**src/rtl/instr_fetch_buffer_pkg.sv**
```systemverilog
// Shared widths, FSM encoding and FIFO entry type for the instruction fetch buffer.
package instr_fetch_buffer_pkg;

  localparam int ADDR_W     = 10;
  localparam int WORD_W     = 10;
  localparam int FIFO_DEPTH = 4;

  typedef enum logic [1:0] {
    ST_IDLE  = 2'd0,
    ST_RUN   = 2'd1,
    ST_DRAIN = 2'd2
  } state_e;

  typedef logic [ADDR_W-1:0] pc_t;
  typedef logic [WORD_W-1:0] word_t;

  typedef struct packed {
    pc_t   pc;
    word_t word;
  } entry_t;

  // Value presented on instr whenever nothing is queued.
  localparam word_t OP_NOP = '0;

  // PC arithmetic wraps naturally at 2**ADDR_W.
  function automatic pc_t pc_step(input pc_t pc, input logic two);
    return pc + (two ? pc_t'(2) : pc_t'(1));
  endfunction

endpackage

```
**src/rtl/instr_fetch_buffer_if.sv**
```systemverilog
// Decoder-side valid/ready handshake carrying one instruction word and its PC.
interface instr_fetch_buffer_if;
  import instr_fetch_buffer_pkg::*;

  logic  instr_valid;
  logic  instr_ready;
  word_t instr;
  pc_t   instr_pc;

  modport master (output instr_valid, output instr, output instr_pc, input  instr_ready);
  modport slave  (input  instr_valid, input  instr, input  instr_pc, output instr_ready);
endinterface

```
**src/rtl/instr_fetch_buffer_fifo.sv**
```systemverilog
// Small {pc, word} FIFO accepting 0/1/2 pushes and 0/1 pop per cycle, with flush.
module instr_fetch_buffer_fifo
  import instr_fetch_buffer_pkg::*;
#(
  parameter  int DEPTH = FIFO_DEPTH,
  localparam int CNT_W = $clog2(DEPTH) + 1
) (
  input  logic             clk,
  input  logic             reset,
  input  logic             flush,
  input  logic [1:0]       push_n,
  input  entry_t           push0,
  input  entry_t           push1,
  input  logic             pop,
  output entry_t           head,
  output logic [CNT_W-1:0] count
);

  localparam int PTR_W = $clog2(DEPTH);

  entry_t           mem [DEPTH];
  logic [PTR_W-1:0] rd_ptr;
  logic [PTR_W-1:0] wr_ptr;
  logic [PTR_W-1:0] wr_ptr_p1;
  logic             do_pop;

  assign do_pop    = pop && (count != '0);
  assign wr_ptr_p1 = wr_ptr + PTR_W'(1);
  assign head      = mem[rd_ptr];

  // NOTE: sequential state is assigned with <= so every register samples pre-edge values.
  always_ff @(posedge clk) begin
    if (reset || flush) begin
      rd_ptr <= '0;
      wr_ptr <= '0;
      count  <= '0;
    end else begin
      rd_ptr <= rd_ptr + PTR_W'(do_pop);
      wr_ptr <= wr_ptr + PTR_W'(push_n);
      count  <= count + CNT_W'(push_n) - CNT_W'(do_pop);
    end
  end

  // NOTE: storage is deliberately not reset; only the pointers and count define what is valid.
  always_ff @(posedge clk) begin
    if (push_n != 2'd0) mem[wr_ptr]    <= push0;
    if (push_n == 2'd2) mem[wr_ptr_p1] <= push1;
  end

endmodule

```
**src/rtl/instr_fetch_buffer.sv**
```systemverilog
// Fetch stage: drives the paired-word RAM address, unpacks pairs into the FIFO,
// and presents words to the decoder. Holds the IDLE/RUN/DRAIN control FSM.
module instr_fetch_buffer
  import instr_fetch_buffer_pkg::*;
#(
  parameter int DEPTH = FIFO_DEPTH
) (
  input  logic                    clk,
  input  logic                    reset,
  input  logic                    start,
  input  pc_t                     start_pc,
  input  logic                    redirect,
  input  pc_t                     redirect_pc,
  input  logic                    halt,
  input  logic                    stall_fetch,
  output pc_t                     mem_address,
  input  logic [2*WORD_W-1:0]     mem_rdata,
  output logic                    busy,
  instr_fetch_buffer_if.master    dec
);

  localparam int CNT_W = $clog2(DEPTH) + 1;

  state_e           state_q, state_d;
  pc_t              fetch_pc_q, fetch_pc_d;
  logic [1:0]       push_n;
  logic             flush;
  logic             pop;
  entry_t           push0, push1, head;
  logic [CNT_W-1:0] count, free;
  word_t            rdata_lo, rdata_hi;

  assign rdata_lo = mem_rdata[WORD_W-1:0];
  assign rdata_hi = mem_rdata[2*WORD_W-1:WORD_W];

  // An odd fetch PC only wants the high half of its pair.
  assign push0 = '{pc: fetch_pc_q, word: fetch_pc_q[0] ? rdata_hi : rdata_lo};
  assign push1 = '{pc: pc_step(fetch_pc_q, 1'b0), word: rdata_hi};

  // Free slots come from the pre-pop count, so a pop never makes room for this cycle's capture.
  assign free = CNT_W'(DEPTH) - count;

  // NOTE: every always_comb output gets a default first so no path can infer a latch.
  always_comb begin
    state_d    = state_q;
    fetch_pc_d = fetch_pc_q;
    push_n     = 2'd0;
    flush      = 1'b0;
    case (state_q)
      ST_IDLE: begin
        if (start) begin
          state_d    = ST_RUN;
          fetch_pc_d = start_pc;
        end
      end
      ST_RUN: begin
        if (redirect) begin
          flush      = 1'b1;
          fetch_pc_d = redirect_pc;
        end else if (halt) begin
          state_d = ST_DRAIN;
        end else if (!stall_fetch) begin
          if (!fetch_pc_q[0] && free >= CNT_W'(2)) begin
            push_n     = 2'd2;
            fetch_pc_d = pc_step(fetch_pc_q, 1'b1);
          end else if (fetch_pc_q[0] && free >= CNT_W'(1)) begin
            push_n     = 2'd1;
            fetch_pc_d = pc_step(fetch_pc_q, 1'b0);
          end
        end
      end
      ST_DRAIN: begin
        // Redirect revives fetching and overrides a concurrent halt.
        if (redirect) begin
          flush      = 1'b1;
          fetch_pc_d = redirect_pc;
          state_d    = ST_RUN;
        end else if (count == '0) begin
          state_d = ST_IDLE;
        end
      end
      default: state_d = ST_IDLE;
    endcase
  end

  always_ff @(posedge clk) begin
    if (reset) begin
      state_q    <= ST_IDLE;
      fetch_pc_q <= '0;
    end else begin
      state_q    <= state_d;
      fetch_pc_q <= fetch_pc_d;
    end
  end

  assign pop = dec.instr_valid && dec.instr_ready && !flush;

  instr_fetch_buffer_fifo #(.DEPTH(DEPTH)) u_fifo (
    .clk    (clk),
    .reset  (reset),
    .flush  (flush),
    .push_n (push_n),
    .push0  (push0),
    .push1  (push1),
    .pop    (pop),
    .head   (head),
    .count  (count)
  );

  assign dec.instr_valid = (count != '0);
  assign dec.instr       = dec.instr_valid ? head.word : OP_NOP;
  assign dec.instr_pc    = dec.instr_valid ? head.pc   : '0;
  assign mem_address     = fetch_pc_q;
  assign busy            = (state_q != ST_IDLE);

endmodule
```
**src/flat_wrapper.sv**
```systemverilog
// flat-port wrapper written by rule: the top's interface ports become plain ports
module instr_fetch_buffer_flat import instr_fetch_buffer_pkg::*;
#(
  parameter int DEPTH = FIFO_DEPTH
)
  (clk, reset, start, start_pc, redirect, redirect_pc, halt, stall_fetch, mem_address, mem_rdata, busy, dec_instr_valid, dec_instr, dec_instr_pc, dec_instr_ready);
  instr_fetch_buffer_if dec_i ();
  input  logic clk;
  input  logic reset;
  input  logic start;
  input  pc_t start_pc;
  input  logic redirect;
  input  pc_t redirect_pc;
  input  logic halt;
  input  logic stall_fetch;
  output pc_t mem_address;
  input  logic [2*WORD_W-1:0] mem_rdata;
  output logic busy;
  output wire logic [$bits(dec_i.instr_valid)-1:0] dec_instr_valid;
  output wire logic [$bits(dec_i.instr)-1:0] dec_instr;
  output wire logic [$bits(dec_i.instr_pc)-1:0] dec_instr_pc;
  input wire logic [$bits(dec_i.instr_ready)-1:0] dec_instr_ready;
  assign dec_instr_valid = dec_i.instr_valid;
  assign dec_instr = dec_i.instr;
  assign dec_instr_pc = dec_i.instr_pc;
  assign dec_i.instr_ready = dec_instr_ready;
  instr_fetch_buffer #(.DEPTH(DEPTH)) u_core (.clk(clk), .reset(reset), .start(start), .start_pc(start_pc), .redirect(redirect), .redirect_pc(redirect_pc), .halt(halt), .stall_fetch(stall_fetch), .mem_address(mem_address), .mem_rdata(mem_rdata), .busy(busy), .dec(dec_i));
endmodule
```
**config.mk**
```make
export PLATFORM = sky130hd
export DESIGN_NAME = instr_fetch_buffer_flat
export DESIGN_NICKNAME = d
export VERILOG_FILES = /design/src/rtl/instr_fetch_buffer_pkg.sv /design/src/rtl/instr_fetch_buffer_if.sv /design/src/rtl/instr_fetch_buffer_fifo.sv /design/src/rtl/instr_fetch_buffer.sv /design/src/flat_wrapper.sv
export SDC_FILE = /design/constraint.sdc
export NUM_CORES = 1
export LEC_CHECK = 0
export ABC_AREA = 1
export CAP_MARGIN = 20
export CORE_UTILIZATION = 52
export DETAILED_ROUTE_END_ITERATION = 10
export PLACE_DENSITY = 0.86
export SYNTH_ARGS = -nofsm -noshare
export SYNTH_HDL_FRONTEND = slang
export SYNTH_SLANG_ARGS = --single-unit
export TNS_END_PERCENT = 1
```
**constraint.sdc**
```tcl
create_clock -name clk -period 4.8 [get_ports clk]
set_input_delay 0.48 -clock clk [delete_from_list [all_inputs] [get_ports clk]]
set_output_delay 0.48 -clock clk [all_outputs]
set_load 0.005 [all_outputs]
```
==> reports/qor.yml, run 1 <==
global_routing:
  grt_overflow: 0
  grt_pass1_vias: 4633
  grt_usage_pct: 24.9
  grt_antenna_before_repair: 0
  grt_max_degree: 42
  grt_pass1_wl_um: 21600
worst_hold_path:
  hold_path_class: "reg2reg"
  holdPathStages: 2
  hold_path_end: "u_core.state_q[1]"
  min_from: "u_core.state_q[1]"
yosys:
  ys_top_cells_by_area: "edfxtp_1 (43%), o21ai_0 (9.6%), nand2_1 (8.8%), nor2_1 (8.0%), dfxtp_1 (6.8%)"
  seq_area_frac_synth_pct: 49.7
  synth_edf_count: 80
  synth-simple-area-share_pct: 21.6
  syn-num-nets: 745
  syn-cell-area_um2: 5600
  async_flop_share_pct: 0
  synth_adder_area_share_pct: 3.71
  synth-xor-area-share_pct: 1.23
  synthFlopType: "edfxtp_1"
  synth_top_area_share_pct: 42.9
  ys.warnings.count: 0
  synthMuxAreaShare_pct: 1.79
  synth_top_family_by_area: "simple AND/OR/NAND/NOR gates"
  synth_compound_area_share_pct: 14.3
  yosysUniqueCellTypes: 31
  yosysTopAreaCell: "edfxtp_1"
  ys_ff_latch: 99
  synthCells: 682
  synth_area_per_cell_um2: 8.21
clock_network:
  cts_buffers: 9
  cts_tree: "built"
  postCtsSetupBuffers: 0
  cts-resized-gates: 0
  cts.clk_slew.worst_paths_ns: 0.09
  ctsHoldBuffers: 0
  clock_path_buffers: 2
  cts-root-buf: "clkbuf_8"
  htreeDepth: 3
  cts.sinks: 99
  clkLatencyLatePin_ns: 0.37
timing:
  whs_ns: 0.544
  grt_setup_unrepaired: "false"
  drv_slew: 0
  worst_pin_slew_ns: 1.06
  tns_ns: 0
  period_share_pct: 64.2
  period_minus_slack_ns: 3.08
  max-slew-margin-rel_pct: 29.3
  fin_skew_ns: 0.0107
  setup-violations-final: 0
  hold_viol_final: 0
  max_freq_mhz: 325
route:
  totalWireLength_um: 13200
  drt-initial-drc-count: 343
  drtAntennaViolNets: 0
  vias: 4760
  drc: 0
  wl_per_cell_um: 15.3
  firstDrtPassIters: 5
  via_per_inst: 5.50
job:
  max_cap_viol_count: 0
die:
  die_h_um: 106
  io_pins: 79
  initial_core_util_pct: 54.0
  die_x_um: 106
  core_area_um2: 10400
  rows: 37
  dieArea_um2: 11200
place:
  portBuffers: 78
  place_congestion: 0.874
  dp_hpwl_um: 8870
  post_dp_cell_area_um2: 6340
setup_path:
  cp_max_fo: 15
  start_kind: "register"
  crit_chain: "inv_2 -> a21oi_1 -> nand2_1 -> nor2_1 -> inv_1 -> ha_1 -> inv_1 -> ha_1 -> fa_1 -> or2_2 -> a21oi_1"
  max_stage_delay_ns: 0.90
  cp.required_ns: 5.09
  reg2reg_to: "u_core.u_fifo.count[2]"
  crit_path_end_kind: "register"
  crit_family: "flip-flops"
  crit_arrival_ns: 3.37
  reg2regPathDepth: 11
  timing.rr.start: "u_core.mem_address[0]"
  cp_slowest_cell: "dfxtp_1"
  r2r_slack_ns: 1.72
  critPathKind: "reg2reg"
  crit_buf_inv: 3
final_layout:
  diodes: 0
  fill_cells: 863
  syn2layout_area_growth_pct: 18.0
  nets: 788
  drive_above_1_share_pct: 5.62
  seqCellArea_um2: 2780
  final_util_pct: 63.7
  final_area_um2: 6610
  multi_input_area_um2: 2410
pwr:
  ir_worst_vdd_v: 0.000354
  p_leak_nw: 2.40
  power.density_nw_per_um2: 519
run_status:
  outcome: "finished, final reports clean"
## registers in the layout, indices dropped and copies added (netlist names)
name,cells
u_core.u_fifo.mem,80
u_core.mem_address,10
u_core.u_fifo.count,3
u_core.state_q,2
u_core.u_fifo.rd_ptr,2
u_core.u_fifo.wr_ptr,2
## logic make-up (layout without fill, tap and decap cells)
group                    Yosys count  count (layout)
buffers and inverters            101             148
AND/OR/NAND/NOR                  290             290
flip-flops                        99              99
AO/OA/AOI/OAI                    159             159
multiplexers                      10              10
adder cells (fa/ha/maj)           16              16
XOR/XNOR                           7               7
## how the worst max path moves through the flow
stage | startpoint | endpoint | depth (start not counted)
after floorplan | u_core.u_fifo.count[0] | u_core.u_fifo.mem[0][0] | 12
after global placement | u_core.mem_address[0] | u_core.u_fifo.mem[3][18] | 8
after detailed placement | u_core.mem_address[0] | u_core.u_fifo.mem[0][13] | 8
after CTS | u_core.mem_address[0] | u_core.u_fifo.mem[0][10] | 8
after global routing | u_core.mem_address[0] | u_core.u_fifo.count[2] | 11
final | u_core.mem_address[0] | u_core.u_fifo.count[2] | 11
## worst min-delay path: stages, from the launching register on
cell     delay (ns)
dfxtp_1        0.34
inv_1          0.10
a21oi_1        0.07
## synthesized netlist by cell type, types with 4 or more instances
cell type    n
nand4_1      4
o21ai_0    107
nor2_1     119
mux2i_1     10
clkbuf_1    33
inv_1       44
buf_4       10
a21oi_1     47
nor2_4       5
dfxtp_1     19
nand2_1    131
ha_1        15
edfxtp_1    80
o21ai_1      4
buf_2        8
nand3_1     21
xor2_1       4
## per-stage QoR
step           std cells  setup slack [ns]  power, mW
6_report             865              1.72       3.43
5_1_grt              865              1.50       3.69
4_1_cts              861              1.55       3.43
3_5_place_dp         846              1.56       2.86
3_3_place_gp         845              1.79       2.79
2_1_floorplan        682              1.38       2.28
## layer usage
metal / wire (µm) / global-route usage (%) / part of all wire [%]
met5: 0 / 0 / 0
met4: 275 / 12.2 / 2.1
met3: 885 / 3.03 / 6.7
met2: 6500 / 42.4 / 49
met1: 5540 / 31.4 / 42
## area by class of cell
type | count | share of cell area [%]
clock inverter | 4 | 1.15
clock buffer | 11 | 1.99
timing repair buffer | 85 | 13.1
tap | 136 | 2.57
multi-input combinational | 482 | 36.4
sequential | 99 | 42.1
inverter | 48 | 2.73
## cell usage in the layout (no fill, tap or decap), types with 2 or more instances in the layout
cell type / synthesis / layout
bufinv_16: 0 / 2
buf_4: 10 / 3
nand4_1: 4 / 4
inv_2: 3 / 3
o21ai_0: 107 / 103
nor2_4: 5 / 5
mux2i_1: 10 / 10
clkdlybuf4s50_1: 0 / 78
buf_8: 0 / 4
o21ai_1: 4 / 4
nor3_1: 3 / 3
dfxtp_1: 19 / 19
nor2_1: 119 / 119
edfxtp_1: 80 / 80
clkbuf_1: 33 / 2
o21ai_2: 0 / 4
ha_1: 15 / 15
inv_1: 44 / 44
clkbuf_8: 0 / 9
nand2_4: 3 / 3
a21oi_1: 47 / 47
nand2_1: 131 / 131
xnor2_1: 2 / 2
xor2_1: 4 / 4
nand3_1: 21 / 21
## report_power, final
part           leakage (nW)  total [mW]  switching [mW]  internal [mW]
registers             0.884        1.23           0.145           1.09
logic                  1.42        1.62           0.943          0.680
clock network        0.0996       0.575           0.282          0.292
total                  2.40        3.43            1.37           2.06
Power figures use the tool's default switching activity.
==> run 2: changes to the inputs <==
- CORE_UTILIZATION: 52 -> 50
- clock period: 4.8 -> 2.5 ns (I/O delays scaled with it)
==> run 2 against run 1 <==
  * Register-to-register slack worse by 1.7 ns
  * Sequential power is 89% higher
  * Clock skew is 0.0024 ns higher
  * Highest routed layer unchanged
  * Critical path depth up 4
  * Sequential cell count unchanged
  * Via count is 3.1% higher
  * Hold slack better by 0.0028 ns
  * Cell count grew 4.3%
  * Routed wire length rose by 2.1%
  * First-iteration DRC count shrank 5.8%
  * Combinational power is 120% higher
==> reports/qor.yml, run 2 (synthesis results as in run 1) <==
run_status:
  outcome: "finished, final reports clean"
route:
  drt-initial-drc-count: 323
  drtAntennaViolNets: 0
  firstDrtPassIters: 5
  wl_per_cell_um: 14.9
  via_per_inst: 5.44
  totalWireLength_um: 13500
  vias: 4908
  drc: 0
timing:
  hold_viol_final: 0
  setup-violations-final: 0
  period_share_pct: 97.3
  max-slew-margin-rel_pct: 49.4
  postLayoutSetupSlackWorst_ns: 0.0663
  period_minus_slack_ns: 2.43
  max_freq_mhz: 411
  grt_setup_unrepaired: "true"
  whs_ns: 0.546
  fin_skew_ns: 0.0131
  worst_pin_slew_ns: 0.757
  drv_slew: 0
global_routing:
  grt_usage_pct: 25.0
  grt_antenna_before_repair: 0
  grt_pass1_vias: 4841
  grt_max_degree: 23
  grt_overflow: 0
  grt_pass1_wl_um: 22200
die:
  rows: 38
  die_x_um: 108
  die_h_um: 108
  io_pins: 79
  initial_core_util_pct: 51.4
  core_area_um2: 10900
  dieArea_um2: 11600
final_layout:
  seqCellArea_um2: 2790
  diodes: 0
  nets: 820
  top_register: "u_core.u_fifo.mem"
  final_cell_mix: "nand2_1 (130), nor2_1 (117), o21ai_0 (103), edfxtp_1 (80), clkdlybuf4s50_1 (78)"
  fill_cells: 844
  drive_above_1_share_pct: 12.3
  largest_register_ffs: 80
  final_util_pct: 63.8
  multi_input_area_um2: 2480
  final_area_um2: 6950
  layout_commonest_cell: "nand2_1"
  syn2layout_area_growth_pct: 24.1
pwr:
  power.density_nw_per_um2: 992
  p_leak_nw: 2.56
  ir_worst_vdd_v: 0.000793
setup_path:
  cp.depth: 15
  max_stage_delay_ns: 0.35
  cp.required_ns: 2.80
  critPathKind: "reg2reg"
  crit_family: "adder cells"
  crit_arrival_ns: 2.74
  reg2regPathDepth: 15
  cp_max_fo: 2
  start_kind: "register"
  crit_chain: "inv_2 -> ha_4 -> ha_4 -> inv_4 -> nor2_4 -> a21oi_2 -> nand2_1 -> nor2_2 -> inv_2 -> ha_4 -> inv_2 -> ha_4 -> fa_2 -> or2_4 -> a21oi_2"
  crit_buf_inv: 4
  cp_slowest_cell: "dfxtp_2"
  crit_path_frequent_cell: "ha_4"
  crit_path_end_kind: "register"
  timing.rr.start: "u_core.u_fifo.count[0]"
  critPathLaunch: "u_core.u_fifo.count[0]"
clock_network:
  clock_path_buffers: 2
  cts.clk_slew.worst_paths_ns: 0.09
  cts_tree: "built"
  cts.sinks: 99
  clkLatencyLatePin_ns: 0.38
  cts_buffers: 9
  cts-root-buf: "clkbuf_8"
  htreeDepth: 3
  ctsHoldBuffers: 0
place:
  portBuffers: 78
  place_congestion: 0.883
  dp_hpwl_um: 9270
  post_dp_cell_area_um2: 6690
  pre_cts_ws_ns: -0.0722
worst_hold_path:
  hold_path_class: "reg2reg"
  holdPathStages: 2
  min_from: "u_core.state_q[1]"
job:
  max_cap_viol_count: 0
## run 2: where the power goes
part	internal, mW	switching (mW)
registers	2.09	0.228
clock network	0.465	0.563
logic	1.58	1.96
## run 2: final cells by class
cell class	count	area share, %
clock buffer	10	1.84
clock inverter	6	0.954
inverter	48	2.63
multi-input combinational	482	35.6
sequential	99	40.1
tap	140	2.52
timing repair buffer	117	16.3
## run 2: per-stage QoR
step | instances | setup TNS (ns) | power (mW)
floorplan | 682 | 0 | 4.46
global placement | 882 | -0.00646 | 5.61
detailed placement | 882 | -0.0722 | 5.76
CTS | 901 | 0 | 6.84
global route | 902 | -0.171 | 7.41
finish | 902 | 0 | 6.89
## run 2: repair_timing
item | in CTS | in global routing
endpoints found under the setup margin | 3 | 5
resized for setup | 5 | 7
setup buffers | 3 | 1
pin swaps | 4 | 10
## run 2: routing by layer
| metal | share of wire, % | GRT usage, % | vias to the layer above |
|---|---|---|---|
| met5 | 0 | 0 | - |
| met4 | 2.5 | 10.5 | 0 |
| met2 | 51 | 44.4 | 221 |
| li1 | - | - | 2402 |
| met3 | 7.1 | 4.36 | 34 |
| met1 | 40 | 29.6 | 2251 |
## run 2: worst paths after layout
kind	to	slack (ns)
hold reg to reg	u_core.state_q[1]	0.55
setup / recovery	u_core.u_fifo.count[2]	0.07
setup reg to reg	u_core.u_fifo.count[2]	0.07
hold / removal	u_core.state_q[1]	0.55
## run 2: worst register-to-register path, delay by kind of cell (launching register included)
kind | cells | cell delay, ns
fa+ha+maj | 5 | 1.13
flops | 1 | 0.35
compound gates | 2 | 0.24
buf+inv | 4 | 0.20
simple gates | 4 | 0.47
